===== config.mk =====
export PLATFORM = sky130hd
export DESIGN_NAME = micro_sequencer
export DESIGN_NICKNAME = d
export VERILOG_FILES = /design/src/rtl/micro_sequencer_pkg.sv /design/src/rtl/micro_sequencer_next_addr.sv /design/src/rtl/micro_sequencer.sv
export SDC_FILE = /design/constraint.sdc
export NUM_CORES = 1
export LEC_CHECK = 0
export ABC_AREA = 1
export BUFFER_PORTS_ARGS = -buffer_cell sky130_fd_sc_hd__clkbuf_2
export CAP_MARGIN = 30
export CORE_MARGIN = 4
export CORE_UTILIZATION = 45
export DETAILED_ROUTE_END_ITERATION = 16
export GPL_TIMING_DRIVEN = 0
export PLACE_DENSITY = 0.8
export SYNTH_ARGS = -nofsm -noshare
export SYNTH_HDL_FRONTEND = slang
export SYNTH_SLANG_ARGS = --single-unit

===== constraint.sdc =====
create_clock -name CLOCK_50 -period 1.5 [get_ports CLOCK_50]
set_input_delay 0.3 -clock CLOCK_50 [delete_from_list [all_inputs] [get_ports CLOCK_50]]
set_output_delay 0.3 -clock CLOCK_50 [all_outputs]
set_load 0.01 [all_outputs]

===== src/rtl/micro_sequencer_pkg.sv =====
`default_nettype none
// ============================================================================
// Module      : micro_sequencer_pkg
// Description : Shared definitions for the ARC control-store sequencer:
//               microword field positions, COND encodings, FSM state
//               encodings, the reset address and the decode-address helper.
// Revision    : 1.0 - initial release
// ============================================================================
package micro_sequencer_pkg;

    // Microword field positions (41-bit word, MSB to LSB)
    localparam int c_UW_A_HI     = 40;
    localparam int c_UW_A_LO     = 35;
    localparam int c_UW_AMUX     = 34;
    localparam int c_UW_B_HI     = 33;
    localparam int c_UW_B_LO     = 28;
    localparam int c_UW_BMUX     = 27;
    localparam int c_UW_C_HI     = 26;
    localparam int c_UW_C_LO     = 21;
    localparam int c_UW_CMUX     = 20;
    localparam int c_UW_RD       = 19;
    localparam int c_UW_WR       = 18;
    localparam int c_UW_ALU_HI   = 17;
    localparam int c_UW_ALU_LO   = 14;
    localparam int c_UW_COND_HI  = 13;
    localparam int c_UW_COND_LO  = 11;
    localparam int c_UW_JADDR_HI = 10;
    localparam int c_UW_JADDR_LO = 0;

    // COND encodings
    localparam logic [2:0] c_COND_NEXT   = 3'b000;
    localparam logic [2:0] c_COND_N      = 3'b001;
    localparam logic [2:0] c_COND_Z      = 3'b010;
    localparam logic [2:0] c_COND_V      = 3'b011;
    localparam logic [2:0] c_COND_C      = 3'b100;
    localparam logic [2:0] c_COND_IR13   = 3'b101;
    localparam logic [2:0] c_COND_JUMP   = 3'b110;
    localparam logic [2:0] c_COND_DECODE = 3'b111;

    // Sequencer FSM state encodings
    localparam logic [1:0] c_ST_LOAD = 2'd0;
    localparam logic [1:0] c_ST_EXEC = 2'd1;
    localparam logic [1:0] c_ST_WAIT = 2'd2;

    // Control-store address used at reset and after a watchdog abort
    localparam logic [10:0] c_RESET_ADDR = 11'd0;

    // Instruction decode dispatch: the op and op3 fields of the instruction
    // select one of 256 entry points in the upper half of the control store,
    // spaced four words apart.
    function automatic logic [10:0] f_decode_addr(input logic [1:0] op,
                                                  input logic [5:0] op3);
        return {1'b1, op, op3, 2'b00};
    endfunction

endpackage
`default_nettype wire


===== src/rtl/micro_sequencer_next_addr.sv =====
`default_nettype none
// ============================================================================
// Module      : micro_sequencer_next_addr
// Description : Purely combinational next control-store address select.
//               Chooses between CSAR+1 (modulo 2^ADDR_W), the microword's
//               jump address, or the instruction decode dispatch address.
// Ports       : i_cond       COND field of the current microword
//               i_jaddr      JADDR field of the current microword
//               i_csar       current control-store address
//               i_psr_nzvc   datapath flags {n,z,v,c}
//               i_ir_op      IR[31:30]
//               i_ir_op3     IR[24:19]
//               i_ir_bit13   IR[13]
//               o_next_addr  selected next address
// Revision    : 1.0 - initial release
// ============================================================================
module micro_sequencer_next_addr
    import micro_sequencer_pkg::*;
#(
    parameter int ADDR_W = 11
) (
    input  logic [2:0]        i_cond,
    input  logic [ADDR_W-1:0] i_jaddr,
    input  logic [ADDR_W-1:0] i_csar,
    input  logic [3:0]        i_psr_nzvc,
    input  logic [1:0]        i_ir_op,
    input  logic [5:0]        i_ir_op3,
    input  logic              i_ir_bit13,
    output logic [ADDR_W-1:0] o_next_addr
);

    logic [ADDR_W-1:0] w_seq_addr;

    // Natural overflow of the adder gives the required wrap from the top
    // of the control store back to address 0.
    assign w_seq_addr = i_csar + 1'b1;

    always_comb begin
        o_next_addr = w_seq_addr;
        case (i_cond)
            c_COND_NEXT:   o_next_addr = w_seq_addr;
            c_COND_N:      o_next_addr = i_psr_nzvc[3] ? i_jaddr : w_seq_addr;
            c_COND_Z:      o_next_addr = i_psr_nzvc[2] ? i_jaddr : w_seq_addr;
            c_COND_V:      o_next_addr = i_psr_nzvc[1] ? i_jaddr : w_seq_addr;
            c_COND_C:      o_next_addr = i_psr_nzvc[0] ? i_jaddr : w_seq_addr;
            c_COND_IR13:   o_next_addr = i_ir_bit13    ? i_jaddr : w_seq_addr;
            c_COND_JUMP:   o_next_addr = i_jaddr;
            c_COND_DECODE: o_next_addr = ADDR_W'(f_decode_addr(i_ir_op, i_ir_op3));
            default:       o_next_addr = w_seq_addr;
        endcase
    end

endmodule
`default_nettype wire


===== src/rtl/micro_sequencer.sv =====
`default_nettype none
// ============================================================================
// Module      : micro_sequencer
// Description : Control-store sequencer for the ARC microarchitecture. Owns
//               the control-store address register (CSAR), the microcode
//               instruction register (MIR), the LOAD/EXEC/WAIT FSM and the
//               memory-wait watchdog.
// Ports       : CLOCK_50     system clock, rising edge
//               RESET_InLow  asynchronous active-low reset
//               CS_ADDR      CSAR, to ROM address input
//               CS_WORD      microword from ROM (combinational from CS_ADDR)
//               IR_BITS      instruction register contents
//               PSR_NZVC     datapath flags {n,z,v,c}
//               MEM_ACK      memory completion (pulse or level)
//               MEM_RD/WR    memory read/write requests (level)
//               DP_EN        datapath commit strobe, one cycle per microword
//               MIR_*        registered microword fields to the datapath
//               WD_ERR       sticky watchdog abort flag
// Revision    : 1.0 - initial release
// ============================================================================
module micro_sequencer
    import micro_sequencer_pkg::*;
#(
    parameter int DATA_BUS_ADDR = 11,
    parameter int DATA_BUS_WORD = 41,
    parameter int WAIT_MAX      = 255
) (
    input  logic                     CLOCK_50,
    input  logic                     RESET_InLow,
    output logic [DATA_BUS_ADDR-1:0] CS_ADDR,
    input  logic [DATA_BUS_WORD-1:0] CS_WORD,
    input  logic [31:0]              IR_BITS,
    input  logic [3:0]               PSR_NZVC,
    input  logic                     MEM_ACK,
    output logic                     MEM_RD,
    output logic                     MEM_WR,
    output logic                     DP_EN,
    output logic [5:0]               MIR_A,
    output logic [5:0]               MIR_B,
    output logic [5:0]               MIR_C,
    output logic                     MIR_AMUX,
    output logic                     MIR_BMUX,
    output logic                     MIR_CMUX,
    output logic [3:0]               MIR_ALU,
    output logic                     WD_ERR
);

    // Wait counter only needs to reach WAIT_MAX-1
    localparam int c_WD_W = (WAIT_MAX > 1) ? $clog2(WAIT_MAX) : 1;
    localparam logic [c_WD_W-1:0] c_WD_LAST = c_WD_W'((WAIT_MAX > 0) ? WAIT_MAX - 1 : 0);

    logic [1:0]               r_state;
    logic [DATA_BUS_ADDR-1:0] r_csar;
    logic [DATA_BUS_WORD-1:0] r_mir;
    logic [c_WD_W-1:0]        r_wd_cnt;
    logic                     r_wd_err;

    logic [DATA_BUS_ADDR-1:0] w_next_addr;
    logic                     w_mir_rd;
    logic                     w_mir_wr;
    logic                     w_mem_op;
    logic                     w_in_exec;
    logic                     w_in_wait;
    logic                     w_wd_expire;
    logic                     w_unused_ir;

    assign w_mir_rd  = r_mir[c_UW_RD];
    assign w_mir_wr  = r_mir[c_UW_WR];
    assign w_mem_op  = w_mir_rd | w_mir_wr;
    assign w_in_exec = (r_state == c_ST_EXEC);
    assign w_in_wait = (r_state == c_ST_WAIT);

    // Only the op, op3 and i fields of the instruction steer sequencing
    assign w_unused_ir = ^{IR_BITS[29:25], IR_BITS[18:14], IR_BITS[12:0]};

    // The watchdog fires in the WAIT_MAX-th consecutive WAIT cycle without ACK
    generate
        if (WAIT_MAX > 0) begin : g_wd_on
            assign w_wd_expire = (r_wd_cnt == c_WD_LAST);
        end else begin : g_wd_off
            assign w_wd_expire = 1'b0;
        end
    endgenerate

    micro_sequencer_next_addr #(
        .ADDR_W (DATA_BUS_ADDR)
    ) u_next_addr (
        .i_cond      (r_mir[c_UW_COND_HI:c_UW_COND_LO]),
        .i_jaddr     (r_mir[c_UW_JADDR_HI:c_UW_JADDR_LO]),
        .i_csar      (r_csar),
        .i_psr_nzvc  (PSR_NZVC),
        .i_ir_op     (IR_BITS[31:30]),
        .i_ir_op3    (IR_BITS[24:19]),
        .i_ir_bit13  (IR_BITS[13]),
        .o_next_addr (w_next_addr)
    );

    always_ff @(posedge CLOCK_50 or negedge RESET_InLow) begin
        if (!RESET_InLow) begin
            r_state  <= c_ST_LOAD;
            r_csar   <= DATA_BUS_ADDR'(c_RESET_ADDR);
            r_mir    <= '0;
            r_wd_cnt <= '0;
            r_wd_err <= 1'b0;
        end else begin
            case (r_state)
                c_ST_LOAD: begin
                    r_mir   <= CS_WORD;
                    r_state <= c_ST_EXEC;
                end
                c_ST_EXEC: begin
                    r_wd_cnt <= '0;
                    if (w_mem_op) begin
                        r_state <= c_ST_WAIT;
                    end else begin
                        r_csar  <= w_next_addr;
                        r_state <= c_ST_LOAD;
                    end
                end
                c_ST_WAIT: begin
                    // A completing ACK wins over a watchdog expiry in the same cycle
                    if (MEM_ACK) begin
                        r_csar  <= w_next_addr;
                        r_state <= c_ST_LOAD;
                    end else if (w_wd_expire) begin
                        r_wd_err <= 1'b1;
                        r_csar   <= DATA_BUS_ADDR'(c_RESET_ADDR);
                        r_state  <= c_ST_LOAD;
                    end else begin
                        r_wd_cnt <= r_wd_cnt + 1'b1;
                    end
                end
                default: r_state <= c_ST_LOAD;
            endcase
        end
    end

    // Strobes are decoded from the registered state so an asynchronous reset
    // (which forces LOAD) removes them without waiting for a clock edge.
    // RD=WR=1 is treated as a read.
    assign MEM_RD = (w_in_exec | w_in_wait) & w_mir_rd;
    assign MEM_WR = (w_in_exec | w_in_wait) & w_mir_wr & ~w_mir_rd;
    assign DP_EN  = (w_in_exec & ~w_mem_op) | (w_in_wait & MEM_ACK);

    assign CS_ADDR  = r_csar;
    assign WD_ERR   = r_wd_err;
    assign MIR_A    = r_mir[c_UW_A_HI:c_UW_A_LO];
    assign MIR_AMUX = r_mir[c_UW_AMUX];
    assign MIR_B    = r_mir[c_UW_B_HI:c_UW_B_LO];
    assign MIR_BMUX = r_mir[c_UW_BMUX];
    assign MIR_C    = r_mir[c_UW_C_HI:c_UW_C_LO];
    assign MIR_CMUX = r_mir[c_UW_CMUX];
    assign MIR_ALU  = r_mir[c_UW_ALU_HI:c_UW_ALU_LO];

endmodule
`default_nettype wire


==> results of run 1 <==
## flip-flops by register name (all words and copies together) (netlist names)
name      flops
r_state       2
CS_ADDR      11
r_mir        41
WD_ERR        1
r_wd_cnt      8
## layer usage
layer | vias up | wire, µm
li1 | 1570 | -
met1 | 1589 | 3550
met2 | 109 | 4980
met3 | 20 | 670
met4 | 0 | 185
met5 | - | 0
## worst min-delay path by stage
| stage | end | startpoint | slack (ps) | cells past startpoint |
|---|---|---|---|---|
| 2_1_floorplan | CS_ADDR[0] | RESET_InLow | 4 | 0 |
| 3_3_place_gp | WD_ERR | WD_ERR | 450 | 2 |
| 3_5_place_dp | WD_ERR | WD_ERR | 450 | 2 |
| 4_1_cts | r_wd_cnt[2] | RESET_InLow | 120 | 1 |
| 5_1_grt | r_wd_cnt[2] | RESET_InLow | 160 | 1 |
| 6_report | r_wd_cnt[2] | RESET_InLow | 100 | 1 |
## placed cells by master (no fill, tap or decap), types with 8 or more instances in the layout
cell type   n
clkbuf_2   93
nand2_1    80
dfrtp_1    58
buf_4      35
mux2_2     33
inv_1      29
nand2_2    25
nand3_1    19
o21ai_0    18
nor2_1     17
clkbuf_8   10
buf_6       8
o21ai_1     8
## final cells by class
class,instances,area [µm²]
Fill cell,623,2900
Multi-Input combinational cell,276,1910
Sequential cell,63,1580
Timing Repair Buffer,115,669
Buffer,32,246
Inverter,38,150
Tap cell,102,128
Clock buffer,9,124
Clock inverter,7,96.3
## through the flow
stage                     setup slack, ps  cells  TNS (ps)  instance area [µm²]  util [%]
final                                -181    642      -856                 4900      62.8
after global routing                 -207    642     -2640                 4900      62.8
after CTS                            -174    635      -794                 4720      60.4
after detailed placement             -237    607     -5780                 4250      54.4
after global placement               -368    607    -19090                 4250      54.4
after floorplan                      45.6    409         0                 3640         -
## power by group through the flow
stage	Clock (W)	Combinational, W	Sequential (W)
floorplan	0	0.00365	0.00295
global placement	0	0.00488	0.00297
detailed placement	0	0.00503	0.00302
CTS	0.00169	0.00570	0.00301
global route	0.00176	0.00674	0.00314
finish	0.00166	0.00617	0.00305
## kinds of logic after synthesis
kind of cell | synth area share [%]
multiplexers | 10.2
XOR/XNOR | 2.17
buffers and inverters | 10.4
flip-flops | 43.3
AND/OR/NAND/NOR | 24.6
AO/OA/AOI/OAI | 7.22
adder cells (fa/ha/maj) | 2.06
## repair_timing
action                     in CTS  in global routing
resized for setup              34                 45
hold buffers                    0                  0
setup endpoints to repair      64                 24
cloned                          2                  1
pin swaps                      11                 12
hold endpoints to repair        0                  0
buffers inserted               11                  6
==> summary.md, run 1 <==
| Metric | Value |
|---|---|
| Path type of the worst min-delay path | in -> async |
| Most numerous cell in the Yosys netlist | nand2_1 |
| RD Place Congestion | 0.846 |
| Post-synth top area share | between 40% and 50% |
| Total global-route track usage | 18.8% |
| I/O pin cnt | 120 |
| Syn-to-layout area delta | 34.8% |
| Worst-Margin Slew | 871 ps |
| Final setup margin | -181 ps |
| Clock sinks | 63 |
| FF-to-FF path depth | 10 |
| Routed WL per cell | 14.6 µm |
| Cell count after synthesis | between 400 and 500 |
| M3 GR Usage | 5.43% |
| # rows | 32 |
| Status | complete, but fails checks |
| Post-synthesis sequential area ratio | 43.3% |
| WP buf/inv | 2 |
| Final nets | a little over 600 |
| Worst-skew pair later-pin latency | about 350 ps |
| CP max stage cell | dfrtp_1 |
| DR pass1 iterations | 4 |
| Core area | approximately 7800 µm² |
| Crit path to | MEM_WR |
| Critical Path Stages | 5 |
| Synthesized cell area | about 3600 µm² |
| Die area | roughly 9600 µm² |
| Avg Vias per Cell | 5.12 |
| Area leader, netlist | dfrtp_1 |
| CTS Buf Count | 9 |
| Final cycle utilization of the critical path | 112% |
| N_diodes | 0 |
| Comb power frac | 56.7% |
| Max-Cap Viols | 0 |
| Final setup viols | 15 |
| Initial DRC count | 209 |
| CP required | approximately 1200 ps |
| Via count | 3288 |
| Clock Tree Root | clkbuf_8 |
| Post-synth ARST share | 100% |
| R2r setup slk | -50 ps |
| Commonest cells post-synth | nand2_1 (103), dfrtp_1 (63), inv_1 (33), mux2_2 (33), buf_4 (24) |
| M1 GR Usage | about a fifth |
| Max Fanout on Critical Path | 3 |
| Synth warn | 0 |
| Largest net degree at the start of global routing | 64 |
| Int Power | about 0.0063 W |
| Share of power burned in registers | 28.0% |
| Hold Vio Cnt, Final | 0 |
| Met2 usage | 33.0% |
| P_sw | 0.00455 W |
| Die Width | 97.9 µm |
| Fraction of layout cells with a size suffix above 1 | 51.9% |
| Syn Area/Cell | 8.90 µm² |
| Final hold slack | 95.7 ps |
| DP HPWL | 6.44 mm |
| CP Capture Type | primary output |
| CTS max path bufs | 2 |
| Worst VDD drop | between 1000 and 1500 µV |
| Sw Ratio | about two fifths |
| Type of the worst setup path | reg -> out |
| Ys flop type | dfrtp_1 |
| Crit-path cells | inv_2 > ha_4 > nand2_1 > nor2_1 > buf_2 |
| Area contributors post-synth | dfrtp_1 (43%), nand2_1 (11%), mux2_2 (10%) |
| Library cells used by synthesis | 36 |
| Power consumption | 0.0109 W |
| R2r endpoint | CS_ADDR[7] |
| Slew margin rel. | 42.0% |
| Busiest layer in global routing | met2 |
| Max stage delay on crit path | approximately 380 ps |
| Critical path launch point type | flop |
| First-pass GRT wire length | between 10 and 15 mm |
| Initial Util | 46.6% |
| GRT overflow | 0 |
| Die Ht | a little under 100 µm |
| RSZ-0062 raised after global routing | yes |
| Leak | between 2 and 2.5 nW |
| Final min period | about 1700 ps |
| Fmax | 595 MHz |
| Critical Path Start | r_state[0] |
| Syn Nets | 495 |
| FF+latch count, synth | 63 |
| Port bufs | 96 |
| Antenna-violating nets left | 0 |
| Clock Power Share | 15.3% |
| Pwr/cell area | 2220 nW/µm² |
| Residual DRC | 0 |
| Clock-pin slew on the worst setup and hold paths | 80 ps |
| Slew Limit Fails | 0 |
| Largest delay share family, worst path | flip-flops |
| Failing checks | negative setup slack |
| CTS tree | done |
| Initial antenna violation count | 0 |
| H-tree depth | 3 |
| CP Data Arrival Time | 1380 ps |
| Clock Skew | around 11 ps |
| Number of enable flip-flop cells after synthesis | 0 |
| Vias in the first global route | between 3000 and 4000 |
| R2R Path Start | r_wd_cnt[0] |
| Routed WL | roughly 9.4 mm |
(Power assumes the default switching activity.)
==> inputs of run 2 (changes only) <==
--- a/config.mk
+++ b/config.mk
@@ -12,6 +12,7 @@
 export CORE_UTILIZATION = 45
 export DETAILED_ROUTE_END_ITERATION = 16
 export GPL_TIMING_DRIVEN = 0
+export MAX_ROUTING_LAYER = met4
 export PLACE_DENSITY = 0.8
 export SYNTH_ARGS = -nofsm -noshare
 export SYNTH_HDL_FRONTEND = slang
==> run 2 against run 1 <==
The flow still finishes with violations (negative setup slack). Worst setup slack improved by 12 ps. First-iteration DRC count fell by 41%. Worst hold slack improved by 8.8 ps. Sequential cell count unchanged. Die area did not move. Largest cell class unchanged. Cell count is 0.16% higher. Combinational power fell by 2%. Wire length rose by 1.6%. Utilization decreased by 0.48 points.
==> summary.md, run 2 (synthesis gave the netlist of run 1 again) <==
| Metric | Value |
|---|---|
| # rows | 32 (unchanged) |
| Status | complete, but fails checks |
| CTS max path bufs | 2 (unchanged) |
| Routed WL | 9.53 mm (+1.6%) |
| Max Fanout on Critical Path | 3 (unchanged) |
| Final cycle utilization of the critical path | 111% (-0.77 points) |
| Final setup viols | 15 (unchanged) |
| Clock Skew | 13.2 ps (+2.15 ps) |
| Largest Register | r_mir |
| Leak | 2.40 nW (-0.33%) |
| Pwr/cell area | 2210 nW/µm² (-0.65%) |
| Core area | 7810 µm² (unchanged) |
| Setup TNS | -674 ps (+182 ps) |
| Final setup margin | -170 ps (+11.5 ps) |
| CP Data Arrival Time | 1370 ps (about the same) |
| Die Ht | 97.9 µm (unchanged) |
| Slew margin rel. | 41.6% (-0.40 points) |
| Residual DRC | 0 (unchanged) |
| Routed WL per cell | 14.8 µm (+1.4%) |
| CP Capture Type | primary output |
| Largest net degree at the start of global routing | 64 (unchanged) |
| Worst VDD drop | 1190 µV (-5.9%) |
| Worst-skew pair later-pin latency | 340 ps (about the same) |
| First-pass GRT wire length | 15.0 mm (+1.4%) |
| Hold Vio Cnt, Final | 0 (unchanged) |
| Max reg flops | 41 (unchanged) |
| Die area | 9590 µm² (unchanged) |
| Final nets | 622 (+0.16%) |
| Clock sinks | 63 (unchanged) |
| Max-Cap Viols | 0 (unchanged) |
| Pre-CTS WS | -255 ps (-17.8 ps) |
| RD Place Congestion | 0.868 (+2.6%) |
| Critical path launch point type | flop |
| Vias in the first global route | 3387 (+2.8%) |
| Avg Vias per Cell | 5.03 (-1.7%) |
| CTS Buf Count | 9 (unchanged) |
| Initial Util | 46.6% (unchanged) |
| DP HPWL | 6.53 mm (+1.5%) |
| Initial antenna violation count | 0 (unchanged) |
| Non-Filler Instances | 643 (+0.16%) |
| H-tree depth | 3 (unchanged) |
| Final core occ | 62.3% (-0.48 points) |
| Worst-Margin Slew | 877 ps (+6.07 ps) |
| Fmax | 599 MHz (+0.69%) |
| CTS tree | done |
| Fraction of layout cells with a size suffix above 1 | 50.3% (-1.6 points) |
| GRT overflow | 0 (unchanged) |
| RSZ-0062 raised after global routing | yes |
| Final min period | 1670 ps (-11.5 ps) |
| Antenna-violating nets left | 0 (unchanged) |
| Path type of the worst min-delay path | in -> async |
| Slew Limit Fails | 0 (unchanged) |
| FF-to-FF path depth | 9 (-1) |
| Failing checks | negative setup slack |
| Type of the worst setup path | reg -> out |
| Most frequent cells in the layout | clkbuf_2 (93), nand2_1 (89), dfrtp_1 (59) |
| Port bufs | 96 (unchanged) |
| N_diodes | 0 (unchanged) |
| Clock-pin slew on the worst setup and hold paths | 80 ps (about the same) |
| Clock Tree Root | clkbuf_8 |
| Die Width | 97.9 µm (unchanged) |
| Cell total after placement | 607 (unchanged) |
| I/O pin cnt | 120 (unchanged) |
| Most common cell after layout, fill and taps aside | clkbuf_2 |
| Via count | 3237 (-1.6%) |
| DR pass1 iterations | 4 (unchanged) |
| Total global-route track usage | 19.5% (+0.73 points) |
| Initial DRC count | 124 (-41%) |
| Hold_buf cts | 0 (unchanged) |
| CP required | 1200 ps (about the same) |
| Syn-to-layout area delta | 33.7% |
==> run 2: cell count changes in the layout (fill, tap and decap cells not counted), sizes merged <==
| cell | delta |
|---|---|
| inv | -2 |
| clkinv | -1 |
| buf | +1 |
| clkinvlp | +3 |
==> run 2: routing by layer <==
layer | share of wire (%) | global-route usage, %
met4 | 2.1 | 7.56
met2 | 53 | 33.0
met3 | 6.0 | 5.21
met1 | 39 | 22.0
met5 | 0 | -
==> run 2: worst max-delay path, stage by stage (launching register included) <==
cell and delay, ps:
dfrtp_1 370, inv_2 80, ha_4 280, nand2_2 50, nor2_1 100, buf_2 140
==> run 2: stage by stage <==
stage	cell area [µm²]	hold WS [ps]	total power, W
floorplan	3640	4.41	0.00661
global placement	4250	451	0.00785
detailed placement	4250	452	0.00805
CTS	4690	124	0.0104
global route	4870	164	0.0115
finish	4870	104	0.0107
==> run 2: path summary, 6_finish.rpt <==
kind	from	slack, ps	to
max in group asynchronous	RESET_InLow	770	CS_ADDR[0]
setup / recovery	r_state[0]	-170	MEM_WR
setup reg to reg	r_state[0]	-40	CS_ADDR[0]
min in group CLOCK_50	CS_WORD[18]	170	r_mir[18]
hold / removal	RESET_InLow	100	r_wd_cnt[2]
hold reg to reg	WD_ERR	500	WD_ERR
==> run 2: layout make-up <==
| type | instances | area (µm²) |
|---|---|---|
| fillers | 658 | 2940 |
| repair buffers | 116 | 652 |
| multi-input cells | 276 | 1890 |
| clock buffers | 9 | 124 |
| inverters | 38 | 149 |
| flip-flops and latches | 63 | 1580 |
| well taps | 102 | 128 |
| plain buffers | 32 | 248 |
| clock inverters | 7 | 97.6 |
==> run 2: timing repair <==
item | in CTS | in global routing
cloned | 2 | 0
setup buffers | 12 | 7
resized for setup | 34 | 35
setup endpoints to repair | 64 | 24
pin swaps | 10 | 13
==> run 2: report_power, final <==
| group | internal, W | total, W | switching (W) |
|---|---|---|---|
| Clock | 0.000937 | 0.00163 | 0.000694 |
| Sequential | 0.00245 | 0.00303 | 0.000573 |
| Combinational | 0.00288 | 0.00607 | 0.00320 |
==> inputs of run 3 (changes only) <==
--- a/config.mk
+++ b/config.mk
@@ -6,14 +6,15 @@
 export NUM_CORES = 1
 export LEC_CHECK = 0
 export ABC_AREA = 1
-export BUFFER_PORTS_ARGS = -buffer_cell sky130_fd_sc_hd__clkbuf_2
 export CAP_MARGIN = 30
 export CORE_MARGIN = 4
 export CORE_UTILIZATION = 45
+export CTS_CLUSTER_DIAMETER = 30
 export DETAILED_ROUTE_END_ITERATION = 16
+export DONT_BUFFER_PORTS = 1
 export GPL_TIMING_DRIVEN = 0
 export MAX_ROUTING_LAYER = met4
-export PLACE_DENSITY = 0.8
+export PLACE_DENSITY = 0.67
 export SYNTH_ARGS = -nofsm -noshare
 export SYNTH_HDL_FRONTEND = slang
 export SYNTH_SLANG_ARGS = --single-unit
==> run 3 against run 2 <==
The run ends with negative hold slack, negative setup slack left. Design area shrank 7.7%. Clock power grew 12%. Utilization shrank 4.8 points. Sequential cell count is the same. Via count shrank 11%. Cell count shrank 15%. Combinational power shrank 8.1%. Die area is the same. Wire length shrank 8.8%. Sequential power grew 5%. Critical path depth shrank 1. Register-to-register slack is essentially flat. Critical endpoint unchanged. Largest cell class unchanged. Largest power group unchanged.
==> summary.md, run 3 (synthesis gave the netlist of run 1 again) <==
| Metric | Value |
|---|---|
| Status | complete, but fails checks |
| Failing checks | negative hold slack, negative setup slack |
| Total global-route track usage | 19.5% (-0.022 points) |
| Syn-to-layout area delta | 23.4% |
| Comb power frac | 52.7% (-3.9 points) |
| Most frequent cells in the layout | nand2_1 (80), dfrtp_1 (57), buf_4 (39) |
| Slew Limit Fails | 0 (unchanged) |
| CP required | 1200 ps (about the same) |
| R2r endpoint | CS_ADDR[1] |
| Sw Ratio | 41.0% (-0.55 points) |
| Antenna-violating nets left | 0 (unchanged) |
| Type of the worst setup path | reg -> out |
| Via count | 2895 (-11%) |
| Max Fanout on Critical Path | 3 (unchanged) |
| Max-Cap Viols | 0 (unchanged) |
| CTS max path bufs | 2 (unchanged) |
| Register area | 1580 µm² (+0.16%) |
| GRT overflow | 0 (unchanged) |
| Clock Tree Root | clkbuf_8 |
| Final Cell Area | 4490 µm² (-7.7%) |
| DP HPWL | 5.92 mm (-9.3%) |
| Core area | 7810 µm² (unchanged) |
| # rows | 32 (unchanged) |
| CP Capture Type | primary output |
| Initial DRC count | 139 (+12%) |
| Share of power burned in registers | 29.9% (+1.7 points) |
| Placed Area | 3770 µm² (-11%) |
| Hold Vio Cnt, Final | 63 (+63) |
| First-pass GRT wire length | 14.8 mm (-1.2%) |
| Max stage delay on crit path | 400 ps (+30 ps) |
| Multi-input logic area | 1930 µm² (+2.1%) |
| P_sw | 0.00434 W (-2.8%) |
| Path type of the worst min-delay path | in -> async |
| FF-to-FF path depth | 8 (-1) |
| Worst-Margin Slew | 271 ps (-606 ps) |
| Power consumption | 0.0106 W (-1.5%) |
| Vias in the first global route | 3066 (-9.5%) |
| Crit-path cells | inv_2 > ha_4 > nand2_4 > nor2_4 |
| R2r setup slk | -30 ps (about the same) |
| Die Width | 97.9 µm (unchanged) |
| Die area | 9590 µm² (unchanged) |
| Critical path launch point type | flop |
| Fraction of layout cells with a size suffix above 1 | 43.0% (-7.2 points) |
| Routed WL per cell | 15.8 µm (+6.8%) |
| Initial antenna violation count | 0 (unchanged) |
| RSZ-0062 raised after global routing | yes |
| Fillcell total | 681 (+3.5%) |
| Port bufs | 0 (-100%) |
| R2R Path Start | r_state[1] |
| Final setup viols | 7 (-8) |
| Avg Vias per Cell | 5.27 (+4.7%) |
| I/O pin cnt | 120 (unchanged) |
| Final setup margin | -97.7 ps (+72.3 ps) |
| Final hold slack | -362 ps (-466 ps) |
| Worst-skew pair later-pin latency | 340 ps (about the same) |
| Final cycle utilization of the critical path | 107% (-4.8 points) |
| Largest Register | r_mir |
| Slew margin rel. | 81.9% (+40 points) |
| Clock-pin slew on the worst setup and hold paths | 80 ps (about the same) |
| Clock sinks | 63 (unchanged) |
| Worst VDD drop | 1110 µV (-7.2%) |
| Int Power | 0.00623 W (-0.52%) |
| Final nets | 527 (-15%) |
| Routed WL | 8.69 mm (-8.8%) |
| Most common cell after layout, fill and taps aside | nand2_1 |
| Clock Power Share | 17.3% (+2.1 points) |
| Largest net degree at the start of global routing | 64 (unchanged) |
| Max reg flops | 41 (unchanged) |
| H-tree depth | 3 (unchanged) |
| Clock Skew | 14.2 ps (+0.973 ps) |
| Initial Util | 46.6% (unchanged) |
| Pwr/cell area | 2360 nW/µm² (+6.8%) |
| Residual DRC | 0 (unchanged) |
| Leak | 2.05 nW (-15%) |
| Die Ht | 97.9 µm (unchanged) |
| Final min period | 1600 ps (-72.3 ps) |
| CP Data Arrival Time | 1300 ps (-70 ps) |
| RD Place Congestion | 0.832 (-4.1%) |
| CTS Buf Count | 9 (unchanged) |
| Fmax | 626 MHz (+4.5%) |
| CP max stage cell | dfrtp_1 |
| CTS tree | done |
| DR pass1 iterations | 4 (unchanged) |
==> run 3: worst max-delay path: cells and delay by family (launching register included) <==
kind / cells / cell delay (ps)
adder cells (fa/ha/maj): 1 / 300
buffers and inverters: 1 / 80
flip-flops: 1 / 400
AND/OR/NAND/NOR: 2 / 180
==> run 3: power by group through the flow <==
stage	Combinational (W)	Clock (W)	Sequential (W)
floorplan	0.00365	0	0.00295
global placement	0.00428	0	0.00310
detailed placement	0.00437	0	0.00312
CTS	0.00517	0.00185	0.00313
global route	0.00613	0.00195	0.00329
finish	0.00558	0.00183	0.00317
==> run 3: worst max-delay path by stage <==
stage | start | cells after the start | slack [ps] | end
after floorplan | r_state[0] | 5 | 50 | r_mir[37]
after global placement | r_state[0] | 5 | -230 | r_mir[38]
after detailed placement | r_state[0] | 5 | -260 | r_mir[38]
after CTS | r_state[1] | 4 | -100 | MEM_WR
after global routing | r_state[1] | 4 | -120 | MEM_WR
final | r_state[1] | 4 | -100 | MEM_WR
==> run 3: cell type report <==
cell class              count  share of cell area (%)
inverters                  38                    3.40
diodes                      1                  0.0557
repair buffers             22                    4.37
clock buffers               9                    2.76
flip-flops and latches     63                    35.3
plain buffers              32                    5.71
clock inverters             7                    2.70
multi-input cells         275                    42.9
well taps                 102                    2.84
==> run 3: timing repair <==
action	4_1_cts	5_1_grt
endpoints found under the setup margin	65	24
hold endpoints to repair	63	63
setup buffers	12	8
gates cloned	2	0
pin swaps	8	19
resized for setup	48	43
==> run 3: stage by stage <==
step           setup TNS (ps)  std cells  utilization [%]  worst slack (ps)
2_1_floorplan               0        409                -              45.6
3_3_place_gp            -4990        511             48.3              -234
3_5_place_dp            -6930        511             48.3              -260
4_1_cts                  -696        540             55.0              -103
5_1_grt                 -1280        548             57.5              -116
6_report                 -254        549             57.5             -97.7
==> run 3: metal layers <==
layer	part of all wire, %	vias up	GRT usage [%]
met5	0	-	-
li1	-	1385	-
met3	5.9	14	4.14
met2	52	80	32.6
met4	1.8	0	7.45
met1	41	1416	23.1
